## src/rtl/fifo_pkg.sv

```systemverilog
// Shared definitions for the FIFO read-side stream adapter.
package fifo_pkg;

    localparam int FIFO_WIDTH_DEFAULT = 32;

    typedef logic [FIFO_WIDTH_DEFAULT-1:0] fifo_word_t;

    // Counter width for n states, never narrower than one bit.
    function automatic int clog2_min1(input int n);
        return (n <= 1) ? 1 : $clog2(n);
    endfunction

endpackage

```

## src/rtl/fifo_stream_reader_if.sv

```systemverilog
// FIFO read port plus the outgoing valid/ready stream, seen from the reader (master)
// and from the FIFO/consumer side (slave).
interface fifo_stream_reader_if
    import fifo_pkg::*;
#(
    parameter int WIDTH = FIFO_WIDTH_DEFAULT
);

    logic             fifo_empty;
    logic [WIDTH-1:0] fifo_d_out;
    logic             fifo_r_enb;
    logic [WIDTH-1:0] m_data;
    logic             m_valid;
    logic             m_ready;
    logic             m_last;

    modport master (
        input  fifo_empty,
        input  fifo_d_out,
        output fifo_r_enb,
        output m_data,
        output m_valid,
        input  m_ready,
        output m_last
    );

    modport slave (
        output fifo_empty,
        output fifo_d_out,
        input  fifo_r_enb,
        input  m_data,
        input  m_valid,
        output m_ready,
        input  m_last
    );

endinterface

```

## src/rtl/fifo_stream_reader_skid.sv

```systemverilog
// Two-entry in-order shift buffer. slot0 is always the head; a pop shifts slot1 down
// and a push lands in the first free slot after any same-cycle pop.
module stream_skid_buf2 #(
    parameter int WIDTH = 32
) (
    input  logic             clk,
    input  logic             reset,
    input  logic             push,
    input  logic [WIDTH-1:0] push_data,
    input  logic             pop,
    output logic [WIDTH-1:0] head,
    output logic [1:0]       occ
);

    logic [WIDTH-1:0] slot0;
    logic [WIDTH-1:0] slot1;
    logic [1:0]       wr_slot;

    // Slot index for an incoming word once this cycle's pop has been accounted for.
    assign wr_slot = occ - {1'b0, pop};
    assign head    = slot0;

    // Occupancy tracks pushes minus pops.
    always_ff @(posedge clk or negedge reset) begin
        if (!reset) begin
            occ <= 2'd0;
        end else begin
            occ <= occ + {1'b0, push} - {1'b0, pop};
        end
    end

    // Shift on pop, then write the captured word into the tail slot.
    always_ff @(posedge clk or negedge reset) begin
        if (!reset) begin
            slot0 <= '0;
            slot1 <= '0;
        end else begin
            if (pop) begin
                slot0 <= slot1;
            end
            if (push) begin
                if (wr_slot == 2'd0) begin
                    slot0 <= push_data;
                end else if (wr_slot == 2'd1) begin
                    slot1 <= push_data;
                end
            end
        end
    end

endmodule

```

## src/rtl/fifo_stream_reader.sv

```systemverilog
// Read-side master for a synchronous FIFO with registered read data. Issues reads only
// when the word can be guaranteed a buffer slot on arrival, re-presents the data as a
// valid/ready stream and frames it into bursts of BURST_LEN beats.
module fifo_stream_reader
    import fifo_pkg::*;
#(
    parameter int WIDTH     = FIFO_WIDTH_DEFAULT,
    parameter int BURST_LEN = 16,
    parameter int PKT_CW    = 16
) (
    input  logic              clk,
    input  logic              reset,
    input  logic              enable,
    fifo_stream_reader_if.master bus,
    output logic [PKT_CW-1:0] pkt_count,
    output logic              idle
);

    localparam int            BW        = clog2_min1(BURST_LEN);
    localparam logic [BW-1:0] LAST_BEAT = BW'(BURST_LEN - 1);

    logic          run;
    logic          inflight;
    logic [1:0]    occ;
    logic [1:0]    pending;
    logic          m_valid;
    logic          pop;
    logic          r_enb;
    logic          last;
    logic [BW-1:0] beat_cnt;

    assign m_valid = (occ != 2'd0);
    assign pop     = m_valid && bus.m_ready;
    assign pending = occ + {1'b0, inflight};

    // A pop this cycle frees a slot, so ready feeds straight into the read decision.
    assign r_enb = run && enable && !bus.fifo_empty && ((pending < 2'd2) || pop);
    assign last  = m_valid && (beat_cnt == LAST_BEAT);

    assign bus.fifo_r_enb = r_enb;
    assign bus.m_valid    = m_valid;
    assign bus.m_last     = last;
    assign idle           = (occ == 2'd0) && !inflight && !r_enb;

    // Hold off reads on the reset-release edge; run comes up one clock later.
    always_ff @(posedge clk or negedge reset) begin
        if (!reset) begin
            run <= 1'b0;
        end else begin
            run <= 1'b1;
        end
    end

    // The FIFO returns data one clock after an accepted read.
    always_ff @(posedge clk or negedge reset) begin
        if (!reset) begin
            inflight <= 1'b0;
        end else begin
            inflight <= r_enb;
        end
    end

    // Beat position within the burst and completed-burst count.
    always_ff @(posedge clk or negedge reset) begin
        if (!reset) begin
            beat_cnt  <= '0;
            pkt_count <= '0;
        end else if (pop) begin
            beat_cnt <= (beat_cnt == LAST_BEAT) ? '0 : beat_cnt + BW'(1);
            if (last) begin
                pkt_count <= pkt_count + PKT_CW'(1);
            end
        end
    end

    stream_skid_buf2 #(
        .WIDTH(WIDTH)
    ) u_skid (
        .clk      (clk),
        .reset    (reset),
        .push     (inflight),
        .push_data(bus.fifo_d_out),
        .pop      (pop),
        .head     (bus.m_data),
        .occ      (occ)
    );

endmodule

```

## src/flat_wrapper.sv

```systemverilog
// flat-port wrapper written by rule: the top's interface ports become plain ports
module fifo_stream_reader_flat import fifo_pkg::*;
#(
    parameter int WIDTH     = FIFO_WIDTH_DEFAULT,
    parameter int BURST_LEN = 16,
    parameter int PKT_CW    = 16
)
  (clk, reset, enable, pkt_count, idle, bus_fifo_empty, bus_fifo_d_out, bus_fifo_r_enb, bus_m_data, bus_m_valid, bus_m_ready, bus_m_last);
  fifo_stream_reader_if #(.WIDTH(WIDTH)) bus_i ();
  input  logic clk;
  input  logic reset;
  input  logic enable;
  output logic [PKT_CW-1:0] pkt_count;
  output logic idle;
  input wire logic [$bits(bus_i.fifo_empty)-1:0] bus_fifo_empty;
  input wire logic [$bits(bus_i.fifo_d_out)-1:0] bus_fifo_d_out;
  output wire logic [$bits(bus_i.fifo_r_enb)-1:0] bus_fifo_r_enb;
  output wire logic [$bits(bus_i.m_data)-1:0] bus_m_data;
  output wire logic [$bits(bus_i.m_valid)-1:0] bus_m_valid;
  input wire logic [$bits(bus_i.m_ready)-1:0] bus_m_ready;
  output wire logic [$bits(bus_i.m_last)-1:0] bus_m_last;
  assign bus_i.fifo_empty = bus_fifo_empty;
  assign bus_i.fifo_d_out = bus_fifo_d_out;
  assign bus_fifo_r_enb = bus_i.fifo_r_enb;
  assign bus_m_data = bus_i.m_data;
  assign bus_m_valid = bus_i.m_valid;
  assign bus_i.m_ready = bus_m_ready;
  assign bus_m_last = bus_i.m_last;
  fifo_stream_reader #(.WIDTH(WIDTH), .BURST_LEN(BURST_LEN), .PKT_CW(PKT_CW)) u_core (.clk(clk), .reset(reset), .enable(enable), .bus(bus_i), .pkt_count(pkt_count), .idle(idle));
endmodule
```

## config.mk

```make
export PLATFORM = sky130hd
export DESIGN_NAME = fifo_stream_reader_flat
export DESIGN_NICKNAME = d
export VERILOG_FILES = /design/src/rtl/fifo_pkg.sv /design/src/rtl/fifo_stream_reader_if.sv /design/src/rtl/fifo_stream_reader_skid.sv /design/src/rtl/fifo_stream_reader.sv /design/src/flat_wrapper.sv
export SDC_FILE = /design/constraint.sdc
export NUM_CORES = 1
export LEC_CHECK = 0
export CORE_ASPECT_RATIO = 1.5
export CORE_MARGIN = 5
export CORE_UTILIZATION = 40
export CTS_CLUSTER_DIAMETER = 60
export DETAILED_ROUTE_END_ITERATION = 10
export DONT_BUFFER_PORTS = 1
export MAX_ROUTING_LAYER = met4
export SLEW_MARGIN = 5
export SYNTH_ARGS = -nofsm -noshare
export SYNTH_HDL_FRONTEND = slang
export SYNTH_SLANG_ARGS = --single-unit
export TNS_END_PERCENT = 50
```

## constraint.sdc

```tcl
create_clock -name clk -period 1.9 [get_ports clk]
set_clock_uncertainty 0.15 [all_clocks]
set_input_delay 0.38 -clock clk [delete_from_list [all_inputs] [get_ports clk]]
set_output_delay 0.38 -clock clk [all_outputs]
set_load 0.05 [all_outputs]
```

==> results of run 1 <==
registers in the layout, summed over array words and instances, names as in the netlist:
name                 count
u_core.beat_cnt          4
u_core.u_skid.occ        2
u_core.u_skid.slot1     32
u_core.u_skid.head      32
u_core.pkt_count        16
u_core.run               1
u_core.inflight          1
final timing paths:
path / startpoint / endpoint / cells past startpoint
worst max-delay path: u_core.u_skid.occ[0] / u_core.u_skid.slot1[16] / 7
worst min-delay path: reset / u_core.u_skid.head[26] / 0
worst max register to register: u_core.u_skid.occ[0] / u_core.u_skid.slot1[16] / 7
min in group clk: bus_fifo_d_out[5] / u_core.u_skid.head[5] / 2
max in group asynchronous: reset / u_core.pkt_count[5] / 0
worst min register to register: u_core.u_skid.slot1[29] / u_core.u_skid.slot1[29] / 1
metrics by stage:
| step | power [uW] | hold slack [ns] | worst slack, ns | TNS [ns] |
|---|---|---|---|---|
| after floorplan | 5300 | -0.0656 | -0.0269 | -0.0311 |
| after global placement | 5750 | -0.0637 | 0.155 | 0 |
| after detailed placement | 5850 | -0.0638 | 0.104 | 0 |
| after CTS | 7770 | -0.430 | -0.0718 | -0.368 |
| after global routing | 8520 | -0.442 | -0.119 | -5.26 |
| final | 8080 | -0.418 | -0.0550 | -1.14 |
metal layers:
metal / track usage [%] / up-vias / wire length, um
li1: - / 1163 / -
met1: 14.7 / 1209 / 3120
met2: 25.8 / 50 / 4710
met3: 4.84 / 7 / 543
met4: 5.52 / 0 / 131
met5: - / - / 0
cells in the mapped netlist, drive strengths merged:
library cell / count / area (um^2)
dfrtp: 88 / 2200
nand2: 45 / 169
o21ai: 37 / 193
mux2: 33 / 372
mux2i: 32 / 320
buf: 14 / 110
xnor2: 13 / 114
nand3: 6 / 35.0
nor2: 6 / 25.0
xor2: 6 / 52.6
and3: 4 / 25.0
ha: 3 / 37.5
nand4: 3 / 18.8
nor4: 3 / 40.0
and4: 2 / 17.5
nor2b: 2 / 12.5
nor3: 2 / 15.0
nor3b: 2 / 31.3
a21oi: 1 / 5.00
conb: 1 / 3.75
nand3b: 1 / 7.51
o2111ai: 1 / 8.76
o211ai: 1 / 7.51
o21a: 1 / 7.51
or2: 1 / 6.26
layout make-up:
type	instances	area share (%)
multi-input combinational	206	33.9
clock buffer	11	5.11
sequential	88	44.5
clock inverter	5	0.809
timing repair buffer	49	12.8
tap	112	2.83
power by group:
part,leakage (uW),total (uW),switching [uW],internal (uW)
combinational,0.00109,2240,955,1290
clock,0.000134,1710,747,964
sequential,0.00113,4130,1570,2560
worst register-to-register path, stage by stage, from the launching register on:
cell and delay (ns):
dfrtp_2 0.44, buf_4 0.15, buf_4 0.13, nor3b_2 0.16, o21ai_4 0.17, buf_12 0.14
clkbuf_16 0.16, mux2_2 0.33
logic make-up after synthesis:
family | synth area share (%)
AO/OA/AOI/OAI | 5.77
multiplexers | 18.0
AND/OR/NAND/NOR | 10.5
buffers and inverters | 2.87
other | 0.0978
adder cells (fa/ha/maj) | 0.979
XOR/XNOR | 4.34
flip-flops | 57.4
what timing repair did:
action,in CTS,in global routing
gates cloned,0,7
endpoints found under the hold margin,91,89
pin swaps,5,6
resized for setup,13,35
setup endpoints to repair,4,74
buffers inserted,7,3
hold buffers,3,1
==> metrics.md, run 1 <==
| Metric | Value |
|---|---|
| Placeable Area | 9310 um^2 |
| Cts bufs inserted | 9 |
| Worst EP required | 1.97 ns |
| Top-level I/O count | 89 |
| TritonCTS clock tree | yes |
| Fin. max-slew vios | 0 |
| Storage cell area | 2200 um^2 |
| WS Path Type | reg -> reg |
| Fmax achieved | 511 MHz |
| Largest net degree at the start of global routing | 89 |
| Mapped Cells | 308 |
| Max clock buf depth | 2 |
| Delay-heaviest family, CP | buffers and inverters |
| Post-DRT Antenna Nets | 0 |
| Placed Area | 4210 um^2 |
| Via Count | 2429 |
| Site row count | 43 |
| Lkg Pwr | 0.00235 uW |
| Highest net fanout along the worst path | 9 |
| Slew @ Worst Pin | 0.533 ns |
| Crit. End Element | flip-flop |
| Failing checks | negative hold slack, negative setup slack |
| First-pass GRT wire length | 13.1 mm |
| Clk_lat worst skew | 0.34 ns |
| Hold Vio Cnt, Final | 88 |
| Routed wire length | 8.51 mm |
| Total die area | 11700 um^2 |
| Mapped Area | 3840 um^2 |
| Relative slew margins | 64.5% |
| Period minus WS final | 1.96 ns |
| Crit-path most repeated cell | buf_4 |
| Initial Utilization | 41.2% |
| 1st-iter DRT viols | 80 |
| Worst-path clk slew | 0.06 ns |
| Outcome | complete, but fails checks |
| Die width | 90.0 um |
| Number of global-route vias before repair | 2585 |
| DRC | 0 |
| Final Wtd Congestion | 0.712 |
| DP HPWL | 5.32 mm |
| Fraction of layout cells with a size suffix above 1 | 32.3% |
| Antenna violations before repair | 0 |
| Yosys reg bits | 88 |
| Net Count, Synth | 348 |
| PnR worst setup slack | -0.0550 ns |
| Setup Viol. Count Final | 37 |
| Die H | 130 um |
| Fillers | 796 |
| Tot GR Track Use | 14.5% |
| VDD IR max | 0.00102 V |
| Final nets | 394 |
| Yosys cell types | 36 |
| Port buffer count | 0 |
| P&R area growth vs syn | 29.0% |
| Slowest cell on the critical path | dfrtp_2 |
| Hold slack final | -0.418 ns |
| Crit path launch type | flip-flop |
| Pwr dens | 1630 nW/um^2 |
| Clock root buffer | clkbuf_16 |
| Post-route clock period utilization | 103% |
| Sequential share of the synthesized area | 57.4% |
| Yosys warns | 0 |
| DR WL/cell | 18.1 um |
| Initial DRT Pass Iterations | 4 |
| Max-Cap Viols | 0 |
| Util after Layout | 53.2% |
| Crit path DAT | 2.03 ns |
| Unrepaired setup endpoints after global routing | yes |
| Worst Hold Class | in -> async |
| Bufs and invs on worst path | 4 |
| Clock sink count | 88 |
| Worst-path cell chain | buf_4, buf_4, nor3b_2, o21ai_4, buf_12, clkbuf_16, mux2_2 |
| Slack of the worst reg-to-reg path | -0.06 ns |
| Most common cell after layout, fill and taps aside | dfrtp_1 |
| Final Instance Count excl. Fillers | 471 |
| GR Overflow Total | 0 |
| Most frequent cells in the layout | dfrtp_1 (86), nand2_1 (45), mux2i_1 (31) |
| Syn Area/Cell | 12.5 um^2 |
| Multi-input gate area | 1680 um^2 |
| Fin area | 4950 um^2 |
| Max incr delay on CP | 0.44 ns |
| Vias/cell | 5.16 |
| Dpl cells | 434 |
| ANT cells | 0 |
| H-tree Lvls | 3 |
No activity file was read; power rests on OpenSTA's default activity.
==> inputs of run 2 (changes only) <==
--- a/config.mk
+++ b/config.mk
@@ -5,14 +5,13 @@
 export SDC_FILE = /design/constraint.sdc
 export NUM_CORES = 1
 export LEC_CHECK = 0
-export CORE_ASPECT_RATIO = 1.5
+export CORE_ASPECT_RATIO = 1.75
 export CORE_MARGIN = 5
 export CORE_UTILIZATION = 40
 export CTS_CLUSTER_DIAMETER = 60
 export DETAILED_ROUTE_END_ITERATION = 10
 export DONT_BUFFER_PORTS = 1
 export MAX_ROUTING_LAYER = met4
-export SLEW_MARGIN = 5
 export SYNTH_ARGS = -nofsm -noshare
 export SYNTH_HDL_FRONTEND = slang
 export SYNTH_SLANG_ARGS = --single-unit
==> run 2 against run 1 <==
  * The run still ends with negative hold slack, negative setup slack left
  * Final cell count down 1.3%
  * Setup slack got worse by 0.023 ns
  * Sequential power barely moved
  * Sequential share of layout area rose by 3.6 points
  * Count of clock-buffer cells in the layout decreased by 1
==> metrics.md, run 2 (synthesis gave the netlist of run 1 again) <==
| Metric | Value |
|---|---|
| Highest net fanout along the worst path | 2 (was 9) |
| Fillers | 881 (was 796) |
| Vias/cell | 5.10 (was 5.16) |
| GR Overflow Total | 0 (unchanged) |
| Multi-input gate area | 1600 um^2 (was 1680 um^2) |
| Setup Viol. Count Final | 3 (was 37) |
| Terminus of the critical flop-to-flop path | u_core.u_skid.head[9] (was u_core.u_skid.slot1[16]) |
| WS Path Type | reg -> out (was reg -> reg) |
| Slew @ Worst Pin | 0.528 ns (was 0.533 ns) |
| P&R area growth vs syn | 19.2% (was 29.0%) |
| Period minus WS final | 1.98 ns (was 1.96 ns) |
| Met3 Use GR | 5.03% (was 4.84%) |
| Lkg Pwr | 0.00216 uW (was 0.00235 uW) |
| Worst-path cell chain | ha_2, xnor2_2, nor2_2, nor2_4 (was buf_4, buf_4, nor3b_2, o21ai_4, buf_12, clkbuf_16, mux2_2) |
| Max clock buf depth | 2 (unchanged) |
| H-tree Lvls | 3 (unchanged) |
| Reg2Reg Depth | 6 (was 7) |
| Clk_lat worst skew | 0.33 ns (was 0.34 ns) |
| Via Count | 2373 (was 2429) |
| Initial Utilization | 40.8% (was 41.2%) |
| Top-level I/O count | 89 (unchanged) |
| Crit path launch type | flip-flop (unchanged) |
| PnR worst setup slack | -0.0779 ns (was -0.0550 ns) |
| Fin area | 4570 um^2 (was 4950 um^2) |
| Most frequent cells in the layout | dfrtp_1 (87), nand2_1 (45), mux2i_1 (32) (was dfrtp_1 (86), nand2_1 (45), mux2i_1 (31)) |
| Routed wire length | 7.86 mm (was 8.51 mm) |
| Worst EP required | 1.37 ns (was 1.97 ns) |
| First-pass GRT wire length | 12.8 mm (was 13.1 mm) |
| Worst Hold Class | in -> async (unchanged) |
| TNS Setup | -0.147 ns (was -1.14 ns) |
| Cts bufs inserted | 9 (unchanged) |
| VDD IR max | 0.000750 V (was 0.00102 V) |
| Crit path DAT | 1.45 ns (was 2.03 ns) |
| Post-DRT Antenna Nets | 0 (unchanged) |
| Max incr delay on CP | 0.39 ns (was 0.44 ns) |
| Antenna violations before repair | 0 (unchanged) |
| Failing checks | negative hold slack, negative setup slack (unchanged) |
| Placed Area | 4190 um^2 (was 4210 um^2) |
| Site row count | 47 (was 43) |
| Die H | 140 um (was 130 um) |
| Initial DRT Pass Iterations | 4 (unchanged) |
| Fraction of layout cells with a size suffix above 1 | 28.0% (was 32.3%) |
| Most common cell after layout, fill and taps aside | dfrtp_1 (unchanged) |
| Total die area | 11700 um^2 (about the same) |
| Largest net degree at the start of global routing | 89 (unchanged) |
| Clock root buffer | clkbuf_16 (unchanged) |
| Fmax achieved | 506 MHz (was 511 MHz) |
| Pwr dens | 1660 nW/um^2 (was 1630 nW/um^2) |
| Slack of the worst reg-to-reg path | 0.10 ns (was -0.06 ns) |
| Fin. max-slew vios | 0 (unchanged) |
| Post-route clock period utilization | 104% (was 103%) |
| Unrepaired setup endpoints after global routing | yes (unchanged) |
| Hold slack final | -0.413 ns (was -0.418 ns) |
| Crit. End Element | primary output (was flip-flop) |
| # hold bufs at CTS | 2 (was 3) |
| Storage cell area | 2200 um^2 (about the same) |
| Tot GR Track Use | 14.3% (was 14.5%) |
| M2 GR Usage | 24.3% (was 25.8%) |
| Clock sink count | 88 (unchanged) |
| Relative slew margins | 64.8% (was 64.5%) |
| DR WL/cell | 16.9 um (was 18.1 um) |
| TritonCTS clock tree | yes (unchanged) |
| Final nets | 378 (was 394) |
| Global-route met1 utilization | 15.3% (was 14.7%) |
| Port buffer count | 0 (unchanged) |
| Gr busiest metal | met2 (unchanged) |
| Final Wtd Congestion | 0.737 (was 0.712) |
| Hold Vio Cnt, Final | 88 (unchanged) |
| Die width | 84.0 um (was 90.0 um) |
| DP HPWL | 5.39 mm (was 5.32 mm) |
| Placeable Area | 9410 um^2 (was 9310 um^2) |
| DRC | 0 (unchanged) |
| ANT cells | 0 (unchanged) |
| Max-Cap Viols | 0 (unchanged) |
| R2r startpoint | u_core.u_skid.occ[0] (unchanged) |
| Worst-path clk slew | 0.06 ns (about the same) |
| Number of global-route vias before repair | 2490 (was 2585) |
| 1st-iter DRT viols | 131 (was 80) |
| Slowest cell on the critical path | dfrtp_1 (was dfrtp_2) |
| Outcome | complete, but fails checks (unchanged) |
run 2: cell type report:
class	count	share of cell area (%)
well taps	122	3.34
multi-input cells	206	35.0
clock buffers	10	5.01
repair buffers	33	7.17
clock inverters	6	1.31
flip-flops and latches	88	48.2
run 2: power by group:
part | total, uW | internal, uW | leakage, uW | switching, uW
Combinational | 1750 | 918 | 0.000891 | 837
Clock | 1720 | 1010 | 0.000138 | 704
Sequential | 4100 | 2560 | 0.00113 | 1540
run 2: worst max path at each step:
stage	startpoint	to	slack [ns]	cells past startpoint
after detailed placement	u_core.beat_cnt[0]	u_core.pkt_count[13]	0.07	5
after floorplan	u_core.u_skid.occ[1]	idle	-0.03	3
after global placement	u_core.beat_cnt[0]	u_core.pkt_count[13]	0.12	5
final	u_core.inflight	bus_fifo_r_enb	-0.08	4
after CTS	u_core.inflight	bus_fifo_r_enb	-0.13	4
after global routing	u_core.inflight	bus_fifo_r_enb	-0.15	4
run 2: worst max-delay path: cells and delay by family (launching register included):
| family | cells | cell delay, ns |
|---|---|---|
| DFF | 1 | 0.39 |
| and+or+nand+nor | 2 | 0.35 |
| xor gates and xnor gates | 1 | 0.17 |
| adders and majority gates | 1 | 0.21 |
run 2: through the flow:
stage	total power, uW	setup slack [ns]	hold WS, ns	utilization, %	std cells
2_1_floorplan	5300	-0.0269	-0.0656	-	308
3_3_place_gp	5710	0.116	-0.0634	44.6	443
3_5_place_dp	5820	0.0674	-0.0629	44.6	443
4_1_cts	7660	-0.127	-0.425	48.5	465
5_1_grt	7990	-0.148	-0.434	48.6	465
6_report	7570	-0.0779	-0.413	48.6	465
run 2: per-layer routing:
metal	vias to the layer above	wire length, um	share of wire, %
li1	1137	-	-
met1	1170	2920	37
met2	59	4330	55
met3	7	491	6.2
met4	0	118	1.5
met5	-	0	0
run 2: timing repair:
item,CTS,global route
endpoints found under the hold margin,90,88
pin swaps,4,2
endpoints found under the setup margin,4,9
resized for setup,7,2
gates cloned,0,0
setup buffers,4,0
==> inputs of run 3 (changes only) <==
--- a/config.mk
+++ b/config.mk
@@ -7,11 +7,14 @@
 export LEC_CHECK = 0
 export CORE_ASPECT_RATIO = 1.75
 export CORE_MARGIN = 5
-export CORE_UTILIZATION = 40
+export CORE_UTILIZATION = 60
+export CTS_BUF_LIST = sky130_fd_sc_hd__clkbuf_8
 export CTS_CLUSTER_DIAMETER = 60
 export DETAILED_ROUTE_END_ITERATION = 10
 export DONT_BUFFER_PORTS = 1
 export MAX_ROUTING_LAYER = met4
+export PLACE_DENSITY = 0.76
+export REMOVE_ABC_BUFFERS = 1
 export SYNTH_ARGS = -nofsm -noshare
 export SYNTH_HDL_FRONTEND = slang
 export SYNTH_SLANG_ARGS = --single-unit
==> run 3 against run 2 <==
  * Largest power group unchanged
  * Hold slack lost 0.016 ns
  * The flow still finishes with violations (negative hold slack, negative setup slack)
  * Non-clock buffer count up 40
  * Combinational power grew 26%
  * Via count grew 7.4%
  * Die area down 30%
  * Critical endpoint unchanged
==> metrics.md, run 3 (synthesis gave the netlist of run 1 again) <==
| Metric | Value |
|---|---|
| Outcome | complete, but fails checks (unchanged) |
| Failing checks | negative hold slack, negative setup slack (unchanged) |
| Pwr dens | 1520 nW/um^2 (was 1660 nW/um^2) |
| PnR worst setup slack | -0.148 ns (was -0.0779 ns) |
| Worst Hold Class | in -> async (unchanged) |
| Max-Cap Viols | 0 (unchanged) |
| Final Wtd Congestion | 0.768 (was 0.737) |
| Dpl cells | 405 (was 443) |
| Fillers | 383 (was 881) |
| P&R area growth vs syn | 28.0% (was 19.2%) |
| DP HPWL | 5.17 mm (was 5.39 mm) |
| Via Count | 2548 (was 2373) |
| WS Path Type | reg -> out (unchanged) |
| Final Instance Count excl. Fillers | 460 (was 465) |
| Top-level I/O count | 89 (unchanged) |
| Fin area | 4910 um^2 (was 4570 um^2) |
| M2 GR Usage | 36.2% (was 24.3%) |
| Crit path DAT | 1.52 ns (was 1.45 ns) |
| Die width | 70.4 um (was 84.0 um) |
| Placeable Area | 6230 um^2 (was 9410 um^2) |
| Highest net fanout along the worst path | 3 (was 2) |
| Die H | 116 um (was 140 um) |
| Clock root buffer | clkbuf_8 (was clkbuf_16) |
| Lkg Pwr | 0.00241 uW (was 0.00216 uW) |
| Util after Layout | 78.9% (was 48.6%) |
| Clock sink count | 88 (unchanged) |
| Global-route met1 utilization | 23.7% (was 15.3%) |
| Dpl ws | 0.136 ns (was 0.0674 ns) |
| Routed wire length | 8.87 mm (was 7.86 mm) |
| H-tree Lvls | 3 (unchanged) |
| Unrepaired setup endpoints after global routing | yes (unchanged) |
| Period minus WS final | 2.05 ns (was 1.98 ns) |
| Post-DRT Antenna Nets | 0 (unchanged) |
| Total die area | 8160 um^2 (was 11700 um^2) |
| Hold slack final | -0.429 ns (was -0.413 ns) |
| 1st-iter DRT viols | 143 (was 131) |
| Setup Viol. Count Final | 2 (was 3) |
| Crit path launch type | flip-flop (unchanged) |
| Vias/cell | 5.54 (was 5.10) |
| Gr busiest metal | met2 (unchanged) |
| Slew @ Worst Pin | 0.520 ns (was 0.528 ns) |
| Site row count | 38 (was 47) |
| Initial Utilization | 61.6% (was 40.8%) |
| TritonCTS clock tree | yes (unchanged) |
| Cts bufs inserted | 9 (unchanged) |
| Antenna violations before repair | 0 (unchanged) |
| First-pass GRT wire length | 13.2 mm (was 12.8 mm) |
| Worst-path clk slew | 0.08 ns (was 0.06 ns) |
| Most frequent cells in the layout | dfrtp_1 (87), nand2_1 (44), mux2i_1 (32) (was dfrtp_1 (87), nand2_1 (45), mux2i_1 (32)) |
| Worst EP required | 1.37 ns (about the same) |
| GR Overflow Total | 0 (unchanged) |
| Port buffer count | 0 (unchanged) |
| Tot GR Track Use | 21.4% (was 14.3%) |
| Initial DRT Pass Iterations | 5 (was 4) |
| # hold bufs at CTS | 26 (was 2) |
| Crit. End Element | primary output (unchanged) |
| Post-route clock period utilization | 108% (was 104%) |
| Clk_lat worst skew | 0.34 ns (was 0.33 ns) |
| Fraction of layout cells with a size suffix above 1 | 29.2% (was 28.0%) |
| Final nets | 418 (was 378) |
| VDD IR max | 0.00101 V (was 0.000750 V) |
| Hold Vio Cnt, Final | 88 (unchanged) |
| Most common cell after layout, fill and taps aside | dfrtp_1 (unchanged) |
| Max clock buf depth | 2 (unchanged) |
| ANT cells | 0 (unchanged) |
| DR WL/cell | 19.3 um (was 16.9 um) |
| Fin. max-slew vios | 0 (unchanged) |
| Fmax achieved | 488 MHz (was 506 MHz) |
| Placed Area | 4110 um^2 (was 4190 um^2) |
| Relative slew margins | 65.3% (was 64.8%) |
| DRC | 0 (unchanged) |
| Number of global-route vias before repair | 2754 (was 2490) |
| Largest net degree at the start of global routing | 89 (unchanged) |
| Met3 Use GR | 5.03% (about the same) |
-- run 3: changes by cell type in the layout (fill, tap and decap cells not counted), sizes merged --
| cell | change |
|---|---|
| bufinv | -1 |
| inv | +1 |
| buf | +14 |
| dlygate4sd3 | +24 |
| clkbuf | +3 |
| clkinv | -2 |
| clkinvlp | -2 |
-- run 3: where the power goes --
part	internal, uW	leakage [uW]	switching [uW]
combinational	1260	0.00120	942
clock	519	0.0000883	592
sequential	2560	0.00113	1580
-- run 3: per-layer routing --
metal | up-vias | share of wire (%)
met5 | - | 0
met4 | 0 | 2.2
met3 | 16 | 5.4
met2 | 76 | 54
met1 | 1253 | 38
li1 | 1203 | -
-- run 3: cell type report --
class	instances	area [um^2]	area share, %
clock inverter	2	8.76	0.178
sequential	88	2200	44.9
tap	80	100	2.04
clock buffer	11	151	3.08
multi-input combinational	206	1710	34.7
timing repair buffer	73	743	15.1
-- run 3: repair_timing --
| item | CTS | global route |
|---|---|---|
| gates cloned | 0 | 3 |
| pin swaps | 4 | 6 |
| setup buffers | 1 | 12 |
| setup endpoints to repair | 3 | 49 |
| hold endpoints to repair | 115 | 88 |
| gates resized for setup | 10 | 42 |
-- run 3: metrics by stage --
| stage | TNS (ns) | power (uW) |
|---|---|---|
| 2_1_floorplan | -38.77 | 5220 |
| 3_3_place_gp | 0 | 5670 |
| 3_5_place_dp | 0 | 5790 |
| 4_1_cts | -0.299 | 7010 |
| 5_1_grt | -1.32 | 7840 |
| 6_report | -0.191 | 7450 |
-- run 3: critical path, cell delays in order (launching register included) --
cell and delay, ns:
dfrtp_1 0.43, ha_4 0.19, xnor2_2 0.15, nor2_1 0.06, nor2_1 0.16, buf_6 0.19
-- run 3: worst paths after layout --
kind / cells past startpoint / slack [ns] / to / from
worst max-delay path: 5 / -0.15 / bus_fifo_r_enb / u_core.u_skid.occ[0]
worst min register to register: 1 / 0.36 / u_core.u_skid.slot1[30] / u_core.u_skid.slot1[30]
min in group clk: 2 / 0.02 / u_core.u_skid.head[17] / bus_fifo_d_out[17]
worst min-delay path: 0 / -0.43 / u_core.pkt_count[7] / reset
worst max register to register: 7 / 0 / u_core.u_skid.slot1[16] / u_core.u_skid.occ[1]
max in group asynchronous: 0 / 1.88 / u_core.u_skid.occ[1] / reset
